`config.mk`:
```
export PLATFORM = sky130hd
export DESIGN_NAME = data_mem_arbiter
export DESIGN_NICKNAME = d
export VERILOG_FILES = /design/src/rtl/data_mem_pkg.sv /design/src/rtl/data_mem_arb_grant.sv /design/src/rtl/data_mem_arbiter.sv
export SDC_FILE = /design/constraint.sdc
export NUM_CORES = 1
export LEC_CHECK = 0
export CAP_MARGIN = 10
export CORE_AREA = 2 2 116 118
export DETAILED_ROUTE_END_ITERATION = 7
export DIE_AREA = 0 0 118 120
export HOLD_SLACK_MARGIN = 0.12
export PLACE_DENSITY = 0.72
export SETUP_SLACK_MARGIN = 0.4
export SYNTH_ARGS = -nofsm -noshare
export SYNTH_HDL_FRONTEND = slang
export SYNTH_SLANG_ARGS = --single-unit
```
`constraint.sdc`:
```
create_clock -name clk -period 2.9 [get_ports clk]
set_clock_uncertainty 0.15 [all_clocks]
set_input_delay 0.29 -clock clk [delete_from_list [all_inputs] [get_ports clk]]
set_output_delay 0.29 -clock clk [all_outputs]
set_load 0.01 [all_outputs]
```
`src/rtl/data_mem_pkg.sv`:
```
// Shared types and constants for the data memory arbiter.
// Optional round-robin tie break is enabled with DATA_MEM_ARB_RR_EN.
package data_mem_pkg;
    typedef enum logic [1:0] {
        ARB    = 2'd0,
        LOCKED = 2'd1,
        FORCE  = 2'd2
    } arb_state_t;

    // Requester IDs double as bit positions in the grant vector
    localparam logic REQ_CPU = 1'b0;
    localparam logic REQ_DBG = 1'b1;

    localparam int DEF_DATA_BITS = 32;
    localparam int DEF_ADDR_BITS = 32;
endpackage

```
`src/rtl/data_mem_arb_grant.sv`:
```
// Combinational grant decode: state, requests and counters -> one-hot grant.
// With DATA_MEM_ARB_RR_EN defined, ARB ties go to the requester that did
// not win last; otherwise the CPU wins ties.
module data_mem_arb_grant
    import data_mem_pkg::*;
#(
    parameter int MAX_WAIT  = 8,
    parameter int WAIT_BITS = 4
) (
    input  logic                 i_reset,
    input  arb_state_t           i_state,
    input  logic                 i_cpu_req,
    input  logic                 i_dbg_req,
    input  logic [WAIT_BITS-1:0] i_wait_cnt,
`ifdef DATA_MEM_ARB_RR_EN
    input  logic                 i_last_gnt,
`endif
    output logic [1:0]           o_gnt
);

    logic w_dbg_starved;
    assign w_dbg_starved = i_dbg_req && (i_wait_cnt == WAIT_BITS'(MAX_WAIT - 1));

    // Pick at most one winner; nothing is granted while reset is high
    always_comb begin
        o_gnt = 2'b00;
        if (!i_reset) begin
            case (i_state)
                ARB: begin
                    if (w_dbg_starved) begin
                        o_gnt[REQ_DBG] = 1'b1;
                    end else if (i_cpu_req && i_dbg_req) begin
`ifdef DATA_MEM_ARB_RR_EN
                        if (i_last_gnt == REQ_CPU) o_gnt[REQ_DBG] = 1'b1;
                        else                       o_gnt[REQ_CPU] = 1'b1;
`else
                        o_gnt[REQ_CPU] = 1'b1;
`endif
                    end else begin
                        o_gnt[REQ_CPU] = i_cpu_req;
                        o_gnt[REQ_DBG] = i_dbg_req;
                    end
                end
                LOCKED:  o_gnt[REQ_DBG] = i_dbg_req;
                // One guaranteed CPU slot; wasted if the CPU is idle
                FORCE:   o_gnt[REQ_CPU] = i_cpu_req;
                default: o_gnt = 2'b00;
            endcase
        end
    end

endmodule

```
`src/rtl/data_mem_arbiter.sv`:
```
// Two-requester (CPU / debug loader) arbiter for a single-port data memory.
// Holds the arbitration FSM, starvation counters, memory mux and the
// registered read-return path. DATA_MEM_ARB_RR_EN enables round-robin ties.
module data_mem_arbiter
    import data_mem_pkg::*;
#(
    parameter int DATA_BITS = DEF_DATA_BITS,
    parameter int ADDR_BITS = DEF_ADDR_BITS,
    parameter int MAX_WAIT  = 8,
    parameter int LOCK_MAX  = 16
) (
    input  logic                 clk,
    input  logic                 reset,
    input  logic                 cpu_req,
    input  logic                 cpu_we,
    input  logic [ADDR_BITS-1:0] cpu_addr,
    input  logic [DATA_BITS-1:0] cpu_wdata,
    output logic                 cpu_gnt,
    output logic                 cpu_rvalid,
    output logic [DATA_BITS-1:0] cpu_rdata,
    input  logic                 dbg_req,
    input  logic                 dbg_we,
    input  logic [ADDR_BITS-1:0] dbg_addr,
    input  logic [DATA_BITS-1:0] dbg_wdata,
    input  logic                 dbg_lock,
    output logic                 dbg_gnt,
    output logic                 dbg_rvalid,
    output logic [DATA_BITS-1:0] dbg_rdata,
    output logic [ADDR_BITS-1:0] mem_address,
    output logic [DATA_BITS-1:0] mem_writeData,
    output logic                 mem_memWrite,
    output logic                 mem_memRead,
    input  logic [DATA_BITS-1:0] mem_readData
);

    localparam int WAIT_BITS = $clog2(MAX_WAIT + 1);
    localparam int LOCK_BITS = $clog2(LOCK_MAX + 1);

    arb_state_t           r_state;
    logic [WAIT_BITS-1:0] r_wait_cnt;
    logic [LOCK_BITS-1:0] r_lock_cnt;
    logic                 r_cpu_rvalid, r_dbg_rvalid;
    logic [DATA_BITS-1:0] r_cpu_rdata, r_dbg_rdata;
    logic [1:0]           w_gnt;
    logic [LOCK_BITS-1:0] w_lock_nxt;
    logic                 w_wait_max;
`ifdef DATA_MEM_ARB_RR_EN
    logic                 r_last_gnt;
`endif

    data_mem_arb_grant #(
        .MAX_WAIT  (MAX_WAIT),
        .WAIT_BITS (WAIT_BITS)
    ) u_grant (
        .i_reset    (reset),
        .i_state    (r_state),
        .i_cpu_req  (cpu_req),
        .i_dbg_req  (dbg_req),
        .i_wait_cnt (r_wait_cnt),
`ifdef DATA_MEM_ARB_RR_EN
        .i_last_gnt (r_last_gnt),
`endif
        .o_gnt      (w_gnt)
    );

    assign cpu_gnt    = w_gnt[REQ_CPU];
    assign dbg_gnt    = w_gnt[REQ_DBG];
    assign w_lock_nxt = r_lock_cnt + LOCK_BITS'(1);
    assign w_wait_max = (r_wait_cnt == WAIT_BITS'(MAX_WAIT - 1));

    // A read in flight when reset arrives must not surface as a valid pulse
    assign cpu_rvalid = r_cpu_rvalid & ~reset;
    assign dbg_rvalid = r_dbg_rvalid & ~reset;
    assign cpu_rdata  = r_cpu_rdata;
    assign dbg_rdata  = r_dbg_rdata;

    // Drive the memory from the winner; idle bus is all zeros
    always_comb begin
        mem_address   = '0;
        mem_writeData = '0;
        mem_memWrite  = 1'b0;
        mem_memRead   = 1'b0;
        if (w_gnt[REQ_CPU]) begin
            mem_address   = cpu_addr;
            mem_writeData = cpu_wdata;
            mem_memWrite  = cpu_we;
            mem_memRead   = ~cpu_we;
        end else if (w_gnt[REQ_DBG]) begin
            mem_address   = dbg_addr;
            mem_writeData = dbg_wdata;
            mem_memWrite  = dbg_we;
            mem_memRead   = ~dbg_we;
        end
    end

    // Arbitration FSM with dbg starvation counter and lock-burst counter
    always_ff @(posedge clk) begin
        if (reset) begin
            r_state    <= ARB;
            r_wait_cnt <= '0;
            r_lock_cnt <= '0;
        end else begin
            // Saturating: only ARB can force a grant, so the cap is never hit there
            if (dbg_req && !w_gnt[REQ_DBG]) begin
                if (!w_wait_max) r_wait_cnt <= r_wait_cnt + WAIT_BITS'(1);
            end else begin
                r_wait_cnt <= '0;
            end

            case (r_state)
                ARB: begin
                    if (w_gnt[REQ_DBG] && dbg_lock) begin
                        r_state    <= LOCKED;
                        r_lock_cnt <= LOCK_BITS'(1);
                    end
                end
                LOCKED: begin
                    if (w_gnt[REQ_DBG]) begin
                        if (!dbg_lock) begin
                            r_state    <= ARB;
                            r_lock_cnt <= '0;
                        end else begin
                            // Reaching the cap overrides the lock request
                            if (w_lock_nxt == LOCK_BITS'(LOCK_MAX)) r_state <= FORCE;
                            r_lock_cnt <= w_lock_nxt;
                        end
                    end else if (!dbg_req && !dbg_lock) begin
                        r_state    <= ARB;
                        r_lock_cnt <= '0;
                    end
                end
                FORCE: begin
                    r_lock_cnt <= '0;
                    r_state    <= dbg_lock ? LOCKED : ARB;
                end
                default: begin
                    r_state    <= ARB;
                    r_lock_cnt <= '0;
                end
            endcase
        end
    end

    // Capture read data for the winner at the grant edge; rvalid pulses next cycle
    always_ff @(posedge clk) begin
        if (reset) begin
            r_cpu_rvalid <= 1'b0;
            r_dbg_rvalid <= 1'b0;
            r_cpu_rdata  <= '0;
            r_dbg_rdata  <= '0;
        end else begin
            r_cpu_rvalid <= w_gnt[REQ_CPU] && !cpu_we;
            r_dbg_rvalid <= w_gnt[REQ_DBG] && !dbg_we;
            if (w_gnt[REQ_CPU] && !cpu_we) r_cpu_rdata <= mem_readData;
            if (w_gnt[REQ_DBG] && !dbg_we) r_dbg_rdata <= mem_readData;
        end
    end

`ifdef DATA_MEM_ARB_RR_EN
    // Remember the last winner for the round-robin tie break
    always_ff @(posedge clk) begin
        if (reset)               r_last_gnt <= REQ_DBG;
        else if (w_gnt[REQ_CPU]) r_last_gnt <= REQ_CPU;
        else if (w_gnt[REQ_DBG]) r_last_gnt <= REQ_DBG;
    end
`endif

endmodule

```
After elaboration in Yosys (flattened, before gate mapping)
Cells that the tools add are included.
- output and inout port bits: 134
- input port bits: 167
- register bits after elaboration: 77
- mux-type cells: 27
- equal/unequal tests: 7
- bitwise logic cells: 6
- $add $sub $neg: 2
- reductions and logical operators: 16
- operators by type and width (kind ; count):
    2-to-1 mux 32 bit ; 4
    2-to-1 mux 5 bit ; 4
    2-to-1 mux 2 bit ; 6
    case mux 5 bit (2 select lines) ; 1
    2-to-1 mux 1 bit ; 9
    logical AND 1 bit ; 7
    case mux 2 bit (3 select lines) ; 1
    adder 5 x 1 -> 5 bit (second input constant) ; 1
    equality test 5 bit (second input constant) ; 1
    zero test 1 bit ; 5
    adder 4 x 1 -> 4 bit (second input constant) ; 1
    equality test 4 x 3 -> 1 bit (second input constant) ; 1
    inequality test 4 bit (second input constant) ; 1
    NOT 1 bit ; 4
    case mux 1 bit (2 select lines) ; 2
    inequality test 3 bit (second input constant) ; 1
    AND reduction 3 bit ; 1
    bitwise AND 1 bit ; 2
    equality test 2 x 1 -> 1 bit (second input constant) ; 1
    equality test 2 bit (second input constant) ; 1
    zero test 2 bit ; 1
    inequality test 2 bit (second input constant) ; 1
    AND reduction 2 bit ; 1
    OR reduction 2 bit ; 1

Longest topological paths before layout
- depth after elaboration: 9
- mapped depth: 8
- mapped depth without buffers: 5

By module
Synthesis repeated with hierarchy kept, for this count alone.
- cells, all modules: 445
- area, all modules: 3592.2 um2
- modules (own cells, without submodules) (module ; area each (um2) ; cells each ; instances):
    data_mem_arbiter ; 3542.1 ; 439 ; 1
    data_mem_arb_grant ; 50.0 ; 6 ; 1

Least setup slack after synthesis
OpenSTA, ideal clock, no wires.
- kind: register -> output
- start: reg r_wait_cnt[0]
- end: out mem_address[13]
- setup slack: 0.611 ns
- cell stages (with the launch flop): 8
- required time: 2.460 ns
- data arrival time: 1.849 ns
- buffers on the path: 3
- path through: dfxtp_1 > ha_1 > and3b_1 > buf_2 > a211oi_1 > clkbuf_1 > buf_2 > a22o_1
- cells in the longest elaborated chain, start to end: 7
- elaborated cells between the ends (all ways): 9
- classes of those cells: 1 x eq/ne; 7 x mux; 1 x reduce/logical
- ends and longest elaborated chain (element ; RTL line ; source):
    start, declared ; data_mem_arbiter.sv:40 ; logic [WAIT_BITS-1:0] r_wait_cnt;
    start signal, assigned ; data_mem_arbiter.sv:105 ; if (!w_wait_max) r_wait_cnt <= r_wait_cnt + WAIT_BITS'(1);
    equality test 4 x 3 -> 1 bit (*) ; data_mem_arb_grant.sv:22 ; assign w_dbg_starved = i_dbg_req && (i_wait_cnt == WAIT_BITS'(MAX_WAIT - 1));
    logical AND 1 bit (*) ; data_mem_arb_grant.sv:22 ;
    2-to-1 mux 1 bit ; data_mem_arb_grant.sv:30 ; if (w_dbg_starved) begin
    case mux 1 bit (2 select lines) ; data_mem_arb_grant.sv:28 ; case (i_state)
    2-to-1 mux 2 bit (*) ; data_mem_arb_grant.sv:27 ; if (!i_reset) begin
    2-to-1 mux 32 bit ; data_mem_arbiter.sv:88 ; end else if (w_gnt[REQ_DBG]) begin
    2-to-1 mux 32 bit (*) ; data_mem_arbiter.sv:83 ; if (w_gnt[REQ_CPU]) begin
    end, declared ; data_mem_arbiter.sv:29 ; output logic [ADDR_BITS-1:0] mem_address,
Every way passes the cells marked *; elsewhere a longest branch is shown, timed or not.

Worst setup path in the final report
- start: reg r_wait_cnt[0]
- end: out mem_memRead
- cells in the longest elaborated chain, start to end: 7
- elaborated cells between the ends (all ways): 9
- classes of those cells: 1 x eq/ne; 7 x mux; 1 x reduce/logical
- ends and longest elaborated chain (element ; RTL line ; source):
    equality test 4 x 3 -> 1 bit (*) ; data_mem_arb_grant.sv:22 ;
    logical AND 1 bit (*) ; data_mem_arb_grant.sv:22 ;
    2-to-1 mux 1 bit ; data_mem_arb_grant.sv:30 ;
    case mux 1 bit (2 select lines) ; data_mem_arb_grant.sv:28 ;
    2-to-1 mux 2 bit (*) ; data_mem_arb_grant.sv:27 ;
    2-to-1 mux 1 bit ; data_mem_arbiter.sv:88 ;
    2-to-1 mux 1 bit (*) ; data_mem_arbiter.sv:83 ;
    end, declared ; data_mem_arbiter.sv:32 ; output logic mem_memRead,
Marks and branches as above.

==> impl_metrics.csv <==
group,metric,value,unit
outcome,outcome,"finished, final reports clean",
power_and_ir_drop,pwr-share-comb,24.5,%
cts,clock_latency,0.33,ns
cts,cts.clk_slew.worst_paths,0.06,ns
critical_path,path_class,"flop to output port",
yosys,synth_cell_types,38,
hold_path,hold_class,"flop to flop",
yosys,synth_common_cells,"77 x dfxtp_1, 72 x nor2_1, 67 x mux2i_1",
yosys,synth_area_leader_cell,"dfxtp_1",
sta,rsz0062_at_grt,"true",
power_and_ir_drop,internal-power,2.41,mW
sta,finalWorstSetupSlack,0.276,ns
cells_and_area,final_cell_area,7590,um2
critical_path,critPathMaxFanout,3,
sta,fin_hold_ws,0.340,ns
critical_path,start_kind,"flop",
die,die_area,14200,um2
power_and_ir_drop,finalPower,3.13,mW
yosys,ys_async_sr_fraction,0,%
power_and_ir_drop,irDropWorstVdd,401,uV
power_and_ir_drop,sw_frac_of_total,23.1,%
die,initial_core_util,28.4,%
die,pin_count,301,
global_route,grt_pass1_wl,26500,um
sta,setup_viol,0,
cells_and_area,n_antenna_cell,0,
route,vias_per_cell,4.89,
route,drc,0,
placement,dp_slack,-0.0279,ns
power_and_ir_drop,switchingPower,0.724,mW
yosys,ys_top_cells_by_area,"dfxtp_1 42%, mux2i_1 18%, a22o_1 15%",
power_and_ir_drop,power_per_cell_area,413,nW/um2
global_route,grt_max_degree,42,
route,ant_nets,0,
sta,finalWorstPathRequiredPeriod,2.62,ns
cells_and_area,drive_gt1_share,20.7,%
global_route,grt_overflow,0,
die,die_h,120,um
yosys,syn_area_per_cell,9.77,um2
yosys,syn_inst,377,
sta,max_freq,381,MHz
placement,io_buffers,300,
critical_path,endpoint_kind,"output port",
critical_path,crit_arrival,2.18,ns
die,core-area,13000,um2
sta,drv_slew,0,
critical_path,cp.required,2.46,ns
power_and_ir_drop,p_leak,3.06,nW
cts,numCtsBuffers,9,
yosys,synth.net_count,547,
die,fp-row-count,42,
yosys,yosysMostFrequentCell,"dfxtp_1",
cts,cts_tree,"built",
power_and_ir_drop,p_clk_share,40.0,%
yosys,syn_area,3680,um2
cells_and_area,fin_nets,872,
route,vias,4319,
global_route,grt_pass1_vias,4430,
placement,dp_cells,840,
sta,hold_viol,0,
yosys,ys_seq_area_share,41.8,%
hold_path,holdPathStages,2,
placement,place_congestion,0.949,
sta,worst_pin_slew,0.573,ns
power_and_ir_drop,power_frac_seq,35.5,%
yosys,synth_edf_count,0,
cts,numClockSinks,77,
sta,period_share,90.5,%
yosys,ys_seq_elements,77,
route,detail_route.wirelength,17700,um
yosys,synth_top_area_share,41.8,%
route,drt_iter0_markers,205,
placement,place_area,6950,um2
cts,cts_root_buf,"clkbuf_16",
die,die_width,118,um
sta,tns,0,ns
cts,htreeDepth,3,
flow_run,maxCapViolCount,0,
yosys,ys_warn_count,0,
sta,relSlewSlack,61.8,%
cts,clockBufferDepth,2,
critical_path,reg2reg_depth,9,
cells_and_area,fin_cells,883,
cells_and_area,finish.utilization,58.5,%
placement,place_hpwl,13200,um
cts,cts_hold_buf,0,
yosys,synth-main-ff-cell,"dfxtp_1",
route,wire_per_inst,20.1,um
cells_and_area,areaGrowthSynthToFinish,106,%
global_route,grt_usage,24.5,%
global_route,antenna_found_initial,0,
route,first_pass_iters,4,
worst max-delay path, stage by stage (launching register included):
cell	delay (ns)
dfxtp_4	0.35
ha_4	0.15
and3b_2	0.24
buf_12	0.14
buf_4	0.12
buf_4	0.13
a2111oi_4	0.37
or2_4	0.19
buf_2	0.16
path summary, 6_finish.rpt:
kind | start | slack [ns] | end
worst min-delay path | cpu_rdata[30]$_SDFFE_PP0P_ | 0.34 | cpu_rdata[30]$_SDFFE_PP0P_
worst max-delay path | r_wait_cnt[0]$_SDFFE_PP0P_ | 0.28 | mem_memRead
worst min register to register | cpu_rdata[30]$_SDFFE_PP0P_ | 0.34 | cpu_rdata[30]$_SDFFE_PP0P_
worst max register to register | r_wait_cnt[0]$_SDFFE_PP0P_ | 0.44 | cpu_rdata[24]$_SDFFE_PP0P_
layout by cell type (no fill, tap or decap), types with 3 or more instances in the layout:
cell type	Yosys	layout
clkdlybuf4s50_1	0	231
dfxtp_1	77	75
nor2_1	72	70
mux2i_1	67	67
a22o_1	65	61
buf_2	11	46
buf_6	6	24
buf_4	1	23
clkbuf_16	0	9
buf_12	0	9
nand3_1	8	8
a21oi_1	6	6
nor2b_1	6	5
buf_16	0	5
a22o_4	0	4
nand3b_1	4	4
o21ai_0	4	4
nand2_1	4	4
clkbuf_8	0	4
buf_8	0	3
timing repair:
action | 4_1_cts | 5_1_grt
pin swaps | 12 | 44
resized for setup | 289 | 35
setup endpoints to repair | 68 | 96
setup buffers | 19 | 2
cloned | 6 | 0
metal layers:
layer / GRT usage (%) / wire, um / up-vias / part of all wire, %
met1: 26.3 / 6650 / 2058 / 38
met5: 0 / 0 / - / 0
met4: 9.26 / 545 / 0 / 3.1
li1: - / - / 2031 / -
met2: 44.1 / 9020 / 203 / 51
met3: 8.84 / 1500 / 27 / 8.5
state kept, by name, indices dropped and copies added (netlist names):
register      flops
r_lock_cnt        5
r_state           2
r_wait_cnt        4
cpu_rdata        32
r_dbg_rvalid      1
r_cpu_rvalid      1
dbg_rdata        32
power by group through the flow:
stage | Clock (mW) | Sequential [mW] | Combinational, mW
after floorplan | 0 | 1.14 | 0.224
after global placement | 0 | 1.13 | 0.722
after detailed placement | 0 | 1.13 | 0.723
after CTS | 1.28 | 1.11 | 0.745
after global routing | 1.33 | 1.11 | 0.810
final | 1.25 | 1.11 | 0.766
final cells by class:
type	count	area (um2)
sequential	77	1550
timing repair buffer	345	3410
fill	1140	5390
inverter	1	3.75
clock buffer	13	280
multi-input combinational	268	2060
tap	176	220
clock inverter	3	65.1
logic make-up (layout without fill, tap and decap cells):
group,after synthesis,count (layout),synth area share (%)
AOI/OAI and AO/OA,91,91,20.7
DFF,77,77,41.8
and+or+nand+nor,105,105,12.8
muxes,67,67,18.2
adders and majority gates,3,3,1.02
buffers and inverters,32,362,4.96
xor gates and xnor gates,2,2,0.475
Note: power is estimated with default switching activity, not from simulation.
